<file path="config.mk">
export PLATFORM = sky130hd
export DESIGN_NAME = uart_tx_sched
export DESIGN_NICKNAME = d
export VERILOG_FILES = /design/src/rtl/uart_pkg.sv /design/src/rtl/rr_arbiter.sv /design/src/rtl/uart_tx_sched.sv
export SDC_FILE = /design/constraint.sdc
export NUM_CORES = 1
export LEC_CHECK = 0
export ABC_CLOCK_PERIOD_IN_PS = 2900
export BUFFER_PORTS_ARGS = -buffer_cell sky130_fd_sc_hd__buf_2
export CORE_UTILIZATION = 45
export DETAILED_ROUTE_END_ITERATION = 7
export GPL_ROUTABILITY_DRIVEN = 0
export GPL_TIMING_DRIVEN = 0
export PLACE_DENSITY = 0.7
export SLEW_MARGIN = 20
export SYNTH_ARGS = -nofsm -noshare
export SYNTH_HDL_FRONTEND = slang
export SYNTH_SLANG_ARGS = --single-unit
export TNS_END_PERCENT = 50
</file>
<file path="constraint.sdc">
create_clock -name clk -period 2.9 [get_ports clk]
set_input_delay 0.87 -clock clk [delete_from_list [all_inputs] [get_ports clk]]
set_output_delay 0.87 -clock clk [all_outputs]
set_load 0.03 [all_outputs]
</file>
<file path="src/rtl/uart_pkg.sv">
// Shared types and constants for the UART transmit packet scheduler.
package uart_pkg;

  localparam int BYTE_W       = 8;
  localparam int BUSY_TO_DEF  = 64;
  localparam int STALL_TO_DEF = 4096;

  typedef enum logic [2:0] {
    IDLE,
    SEND,
    LAUNCH,
    WAIT_BUSY,
    WAIT_DONE,
    RELEASE
  } state_e;

endpackage

</file>
<file path="src/rtl/rr_arbiter.sv">
// Combinational round-robin pick: first requester at or after ptr_i, wrapping.
module rr_arbiter #(
  parameter int NUM_REQ = 4,
  parameter int IW      = $clog2(NUM_REQ)
) (
  input  logic [NUM_REQ-1:0] req_i,
  input  logic [IW-1:0]      ptr_i,
  output logic [NUM_REQ-1:0] gnt_o,
  output logic [IW-1:0]      idx_o,
  output logic               vld_o
);

  logic [IW-1:0] j;

  always_comb begin
    gnt_o = '0;
    idx_o = '0;
    vld_o = 1'b0;
    j     = '0;
    for (int k = 0; k < NUM_REQ; k++) begin
      j = IW'((int'(ptr_i) + k) % NUM_REQ);
      if (!vld_o && req_i[j]) begin
        vld_o    = 1'b1;
        gnt_o[j] = 1'b1;
        idx_o    = j;
      end
    end
  end

endmodule

</file>
<file path="src/rtl/uart_tx_sched.sv">
// Shares one UART transmitter among NUM_REQ requesters with packet-atomic
// round-robin grants; one byte in flight at a time.
module uart_tx_sched
  import uart_pkg::*;
#(
  parameter int NUM_REQ  = 4,
  parameter int MAX_PKT  = 16,
  parameter int BUSY_TO  = BUSY_TO_DEF,
  parameter int STALL_TO = STALL_TO_DEF
) (
  input  logic                      clk,
  input  logic                      rst,
  input  logic [NUM_REQ-1:0]        req_valid,
  input  logic [NUM_REQ*BYTE_W-1:0] req_data,
  input  logic [NUM_REQ-1:0]        req_last,
  output logic [NUM_REQ-1:0]        req_ready,
  input  logic                      tx_busy,
  output logic                      tx_start,
  output logic [BYTE_W-1:0]         tx_data,
  output logic [NUM_REQ-1:0]        grant,
  output logic                      err_timeout
);

  localparam int IW = $clog2(NUM_REQ);
  localparam int SW = $clog2(STALL_TO + 1);
  localparam int BW = $clog2(BUSY_TO + 1);

  state_e              state_q;
  logic [NUM_REQ-1:0]  grant_q;
  logic [IW-1:0]       gidx_q, ptr_q;
  logic [7:0]          cnt_q;
  logic                last_q, tx_start_q, err_q;
  logic [BYTE_W-1:0]   tx_data_q;
  logic [SW-1:0]       scnt_q;
  logic [BW-1:0]       bcnt_q;

  logic [NUM_REQ-1:0]  arb_gnt;
  logic [IW-1:0]       arb_idx;
  logic                arb_vld;
  logic                g_valid, g_last;
  logic [BYTE_W-1:0]   g_data;

  rr_arbiter #(.NUM_REQ(NUM_REQ), .IW(IW)) u_arb (
    .req_i (req_valid),
    .ptr_i (ptr_q),
    .gnt_o (arb_gnt),
    .idx_o (arb_idx),
    .vld_o (arb_vld)
  );

  assign g_valid = req_valid[gidx_q];
  assign g_last  = req_last[gidx_q];
  assign g_data  = req_data[{gidx_q, 3'b000} +: BYTE_W];

  // Ready is held off while an external user still owns the UART.
  assign req_ready   = (state_q == SEND && !tx_busy) ? grant_q : '0;
  assign grant       = grant_q;
  assign tx_start    = tx_start_q;
  assign tx_data     = tx_data_q;
  assign err_timeout = err_q;

  always_ff @(posedge clk or negedge rst) begin
    if (!rst) begin
      state_q    <= IDLE;
      grant_q    <= '0;
      gidx_q     <= '0;
      ptr_q      <= '0;
      cnt_q      <= '0;
      last_q     <= 1'b0;
      tx_start_q <= 1'b0;
      tx_data_q  <= '0;
      err_q      <= 1'b0;
      scnt_q     <= '0;
      bcnt_q     <= '0;
    end else begin
      tx_start_q <= 1'b0;
      case (state_q)
        IDLE: begin
          if (arb_vld) begin
            grant_q <= arb_gnt;
            gidx_q  <= arb_idx;
            scnt_q  <= '0;
            state_q <= SEND;
          end
        end
        SEND: begin
          if (!tx_busy) begin
            if (g_valid) begin
              tx_data_q  <= g_data;
              last_q     <= g_last;
              cnt_q      <= cnt_q + 8'd1;
              scnt_q     <= '0;
              tx_start_q <= 1'b1;
              state_q    <= LAUNCH;
            end else if (scnt_q >= SW'(STALL_TO - 1)) begin
              err_q   <= 1'b1;
              state_q <= RELEASE;
            end else begin
              scnt_q <= scnt_q + 1'b1;
            end
          end
        end
        LAUNCH: begin
          // The launch cycle itself counts toward the busy timeout.
          bcnt_q  <= BW'(1);
          state_q <= WAIT_BUSY;
        end
        WAIT_BUSY: begin
          if (tx_busy) begin
            state_q <= WAIT_DONE;
          end else if (bcnt_q >= BW'(BUSY_TO - 1)) begin
            err_q   <= 1'b1;
            state_q <= WAIT_DONE;
          end else begin
            bcnt_q <= bcnt_q + 1'b1;
          end
        end
        WAIT_DONE: begin
          if (!tx_busy) begin
            scnt_q  <= '0;
            state_q <= (last_q || cnt_q == 8'(MAX_PKT)) ? RELEASE : SEND;
          end
        end
        RELEASE: begin
          grant_q <= '0;
          ptr_q   <= (gidx_q == IW'(NUM_REQ - 1)) ? '0 : gidx_q + 1'b1;
          cnt_q   <= '0;
          last_q  <= 1'b0;
          state_q <= IDLE;
        end
        default: state_q <= IDLE;
      endcase
    end
  end

endmodule

</file>
==> results.md <==
- Yosys warnings: 0
- Post-route ant nets: 0
- Worst skew pair latency: 0.31 ns
- Chip width: 86.2 um
- Cell count after synthesis: 319
- Final nets: 445
- Max_cap viols: 0
- CP top delay family: buffers and inverters
- Worst-margin pin slew: 0.776 ns
- Final Instance Count excl. Fillers: 486
- CORE AREA: 6830 um2
- Global Route Usage Sum: 20.5%
- # rows: 30
- Cell Area, Synth: 3190 um2
- Antenna cells: 0
- DP HPWL: 5160 um
- TritonCTS clock tree: built
- Commonest cells after routing, fill and taps aside: buf_2, dfrtp_1, a21oi_1, nor2_1, nand2_1
- CTS Buf Count: 5
- Die Span Y: 86.2 um
- Crit path time final: 2.73 ns
- FF-to-FF setup slack: 0.17 ns
- Crit path launch type: flop
- Most used cell, CP: buf_4
- First-pass DRT Iterations: 4
- Sink Count: 50
- Drc violations: 0
- Iteration-0 DRC Markers: 232
- Final setup fails: 0
- Static leakage: 1.69 nW
- Final cycle utilization of the critical path: 94.1%
- Area Overhead vs Synth: 20.4%
- Initial Util: 46.7%
- Worst hold path class: flop to flop
- Root Buffer: clkbuf_8
- DRT Wirelength: 7340 um
- Ranking of synthesized cells by area: dfrtp_1, mux4_2, ha_1
- Slew Viols, Final: 0
- CP required: 3.09 ns
- Distinct cells, synth: 44
- Post-synth top area cell: dfrtp_1
- # IOs: 61
- Most common cell after layout, fill and taps aside: buf_2
- Worst clock skew: 0.00571 ns
- Layout cells sized above 1: 29.7%
- Post-synth top area share: 39.2%
- Vias in the first global route: 2576
- Final WS setup: 0.170 ns
- First-pass GRT wire length: 12100 um
- Area of placed instances: 3610 um2
- Total power: 3.83 mW
- Slew HR: 47.9%
- Crit end category: flop
- Number of synthesized flops with an enable pin: 0
- Die area: 7430 um2
- Mean post-synth cell area: 10.0 um2
- Sum Neg Setup Slack: 0 ns
- Final hold vios: 0
- CP Max Fanout: 10
- Via Count: 2719
- RSZ-0062 raised after global routing: false
- Primary flip-flop cell chosen by synthesis mapping: dfrtp_1
- Slowest CP cell: dfrtp_2
- Clk slew on worst S/H paths: 0.10 ns
- IO buf count: 60
- Cells after DPL: 475
- CP Class: flop to flop
- Final hold slack: 0.460 ns
- Drt wl/cell: 15.1 um
- Seq/Total Area, Yosys: 39.2%
- Worst path bufs/invs: 4
- Initial antenna violation count: 0
- Core Util, Final: 56.2%
- Status: finished, final reports clean
- Largest stage delay on the critical path: 0.53 ns
- FF+latch count, synth: 50
- Grt ovf: 0
- Net Count, Synth: 375
- Worst path cell trace: buf_4 -> clkinvlp_4 -> ha_4 -> mux4_2 -> nor4_4 -> buf_4 -> a2111oi_4 -> buf_4 -> a41oi_1 -> a31oi_1
- Peak VDD IR: 0.706 mV
- Dpl ws: -0.362 ns
- Longest Clk Path Bufs: 2
- Largest net degree at the start of global routing: 51
- DR vias/cell: 5.59
- CTS Hold Buffers Added: 0
- Asr flop ratio synth: 100%
- Fmax: 366 MHz
- P per Cell Area: 997 nW/um2
- Finished Cell Area: 3840 um2
- Worst path arrival time: 2.92 ns
- H-tree depth: 2
[logic make-up (layout without fill, tap and decap cells)]
logic type,count (synthesis),after routing,share of synthesized area [%]
DFF,50,50,39.2
xor gates and xnor gates,9,9,2.47
adders and majority gates,13,13,5.10
muxes,30,30,15.3
AOI/OAI and AO/OA,76,76,15.9
buffers and inverters,30,101,3.96
and+or+nand+nor,111,111,18.0
[final cells by class]
| type | count | area, um2 |
|---|---|---|
| fillers | 602 | 2990 |
| multi-input cells | 239 | 1860 |
| flip-flops and latches | 50 | 1250 |
| repair buffers | 65 | 340 |
| well taps | 96 | 120 |
| plain buffers | 15 | 72.6 |
| clock buffers | 5 | 68.8 |
| clock inverters | 3 | 68.8 |
| inverters | 13 | 52.6 |
[power breakdown]
group / switching (mW) / internal [mW]
Sequential: 0.192 / 0.903
Combinational: 1.25 / 0.896
Clock: 0.245 / 0.346
[flip-flops by register name, summed over array words and instances (netlist names), 2 cells and up]
register  count
bcnt_q        7
cnt_q         8
gidx_q        2
grant         4
ptr_q         2
scnt_q       13
state_q       3
tx_data       8
[worst reg2reg max path, delay by kind of cell (launching register included)]
family | cells | cell delay [ns]
buf+inv | 4 | 0.80
simple gates | 1 | 0.26
flops | 1 | 0.53
compound gates | 3 | 0.32
fa+ha+maj | 1 | 0.33
mux | 1 | 0.36
[synthesized netlist by cell type, types with 2 or more instances]
master     n
a211oi_1   2
a21o_1     4
dfrtp_1   50
a41oi_1    2
xnor2_1    6
a32o_1     2
ha_1      13
inv_1     12
a21oi_1   27
mux2_2    11
and2_1     7
or3_1      5
o211ai_1   2
buf_2      5
nor3b_1    4
nor2_1    25
nor3_1    13
nor4b_1    2
nand3_1    6
clkbuf_1  10
mux2i_1    5
nand4_1    5
nand2b_1   9
nand2_1   23
and3_1     6
a31oi_1   16
nor2b_1    2
o21ai_0    8
a22o_1     7
xor2_1     3
mux4_2    14
[routing by layer]
layer  wire [um]  vias up  track usage, %
li1            -     1315               -
met1        3390     1326            29.2
met2        3590       70            32.3
met3         277        8            3.62
met4          77        0            6.06
met5           0        -               0
[final timing paths]
| path | from | to | depth (start not counted) |
|---|---|---|---|
| max | ptr_q[0]$_DFFE_PN0P_ | scnt_q[4]$_DFFE_PN0P_ | 10 |
| min | err_timeout$_DFFE_PN0P_ | err_timeout$_DFFE_PN0P_ | 1 |
| max reg2reg | ptr_q[0]$_DFFE_PN0P_ | scnt_q[4]$_DFFE_PN0P_ | 10 |
| min reg2reg | err_timeout$_DFFE_PN0P_ | err_timeout$_DFFE_PN0P_ | 1 |
| max in group asynchronous | rst | ptr_q[0]$_DFFE_PN0P_ | 1 |
| min in group asynchronous | rst | bcnt_q[2]$_DFFE_PN0P_ | 1 |
[repair_timing]
item / 4_1_cts / 5_1_grt
gates resized for setup: 6 / 7
setup endpoints to repair: 23 / 21
setup buffers: 1 / 4
pin swaps: 2 / 2
Power figures use the tool's default switching activity.
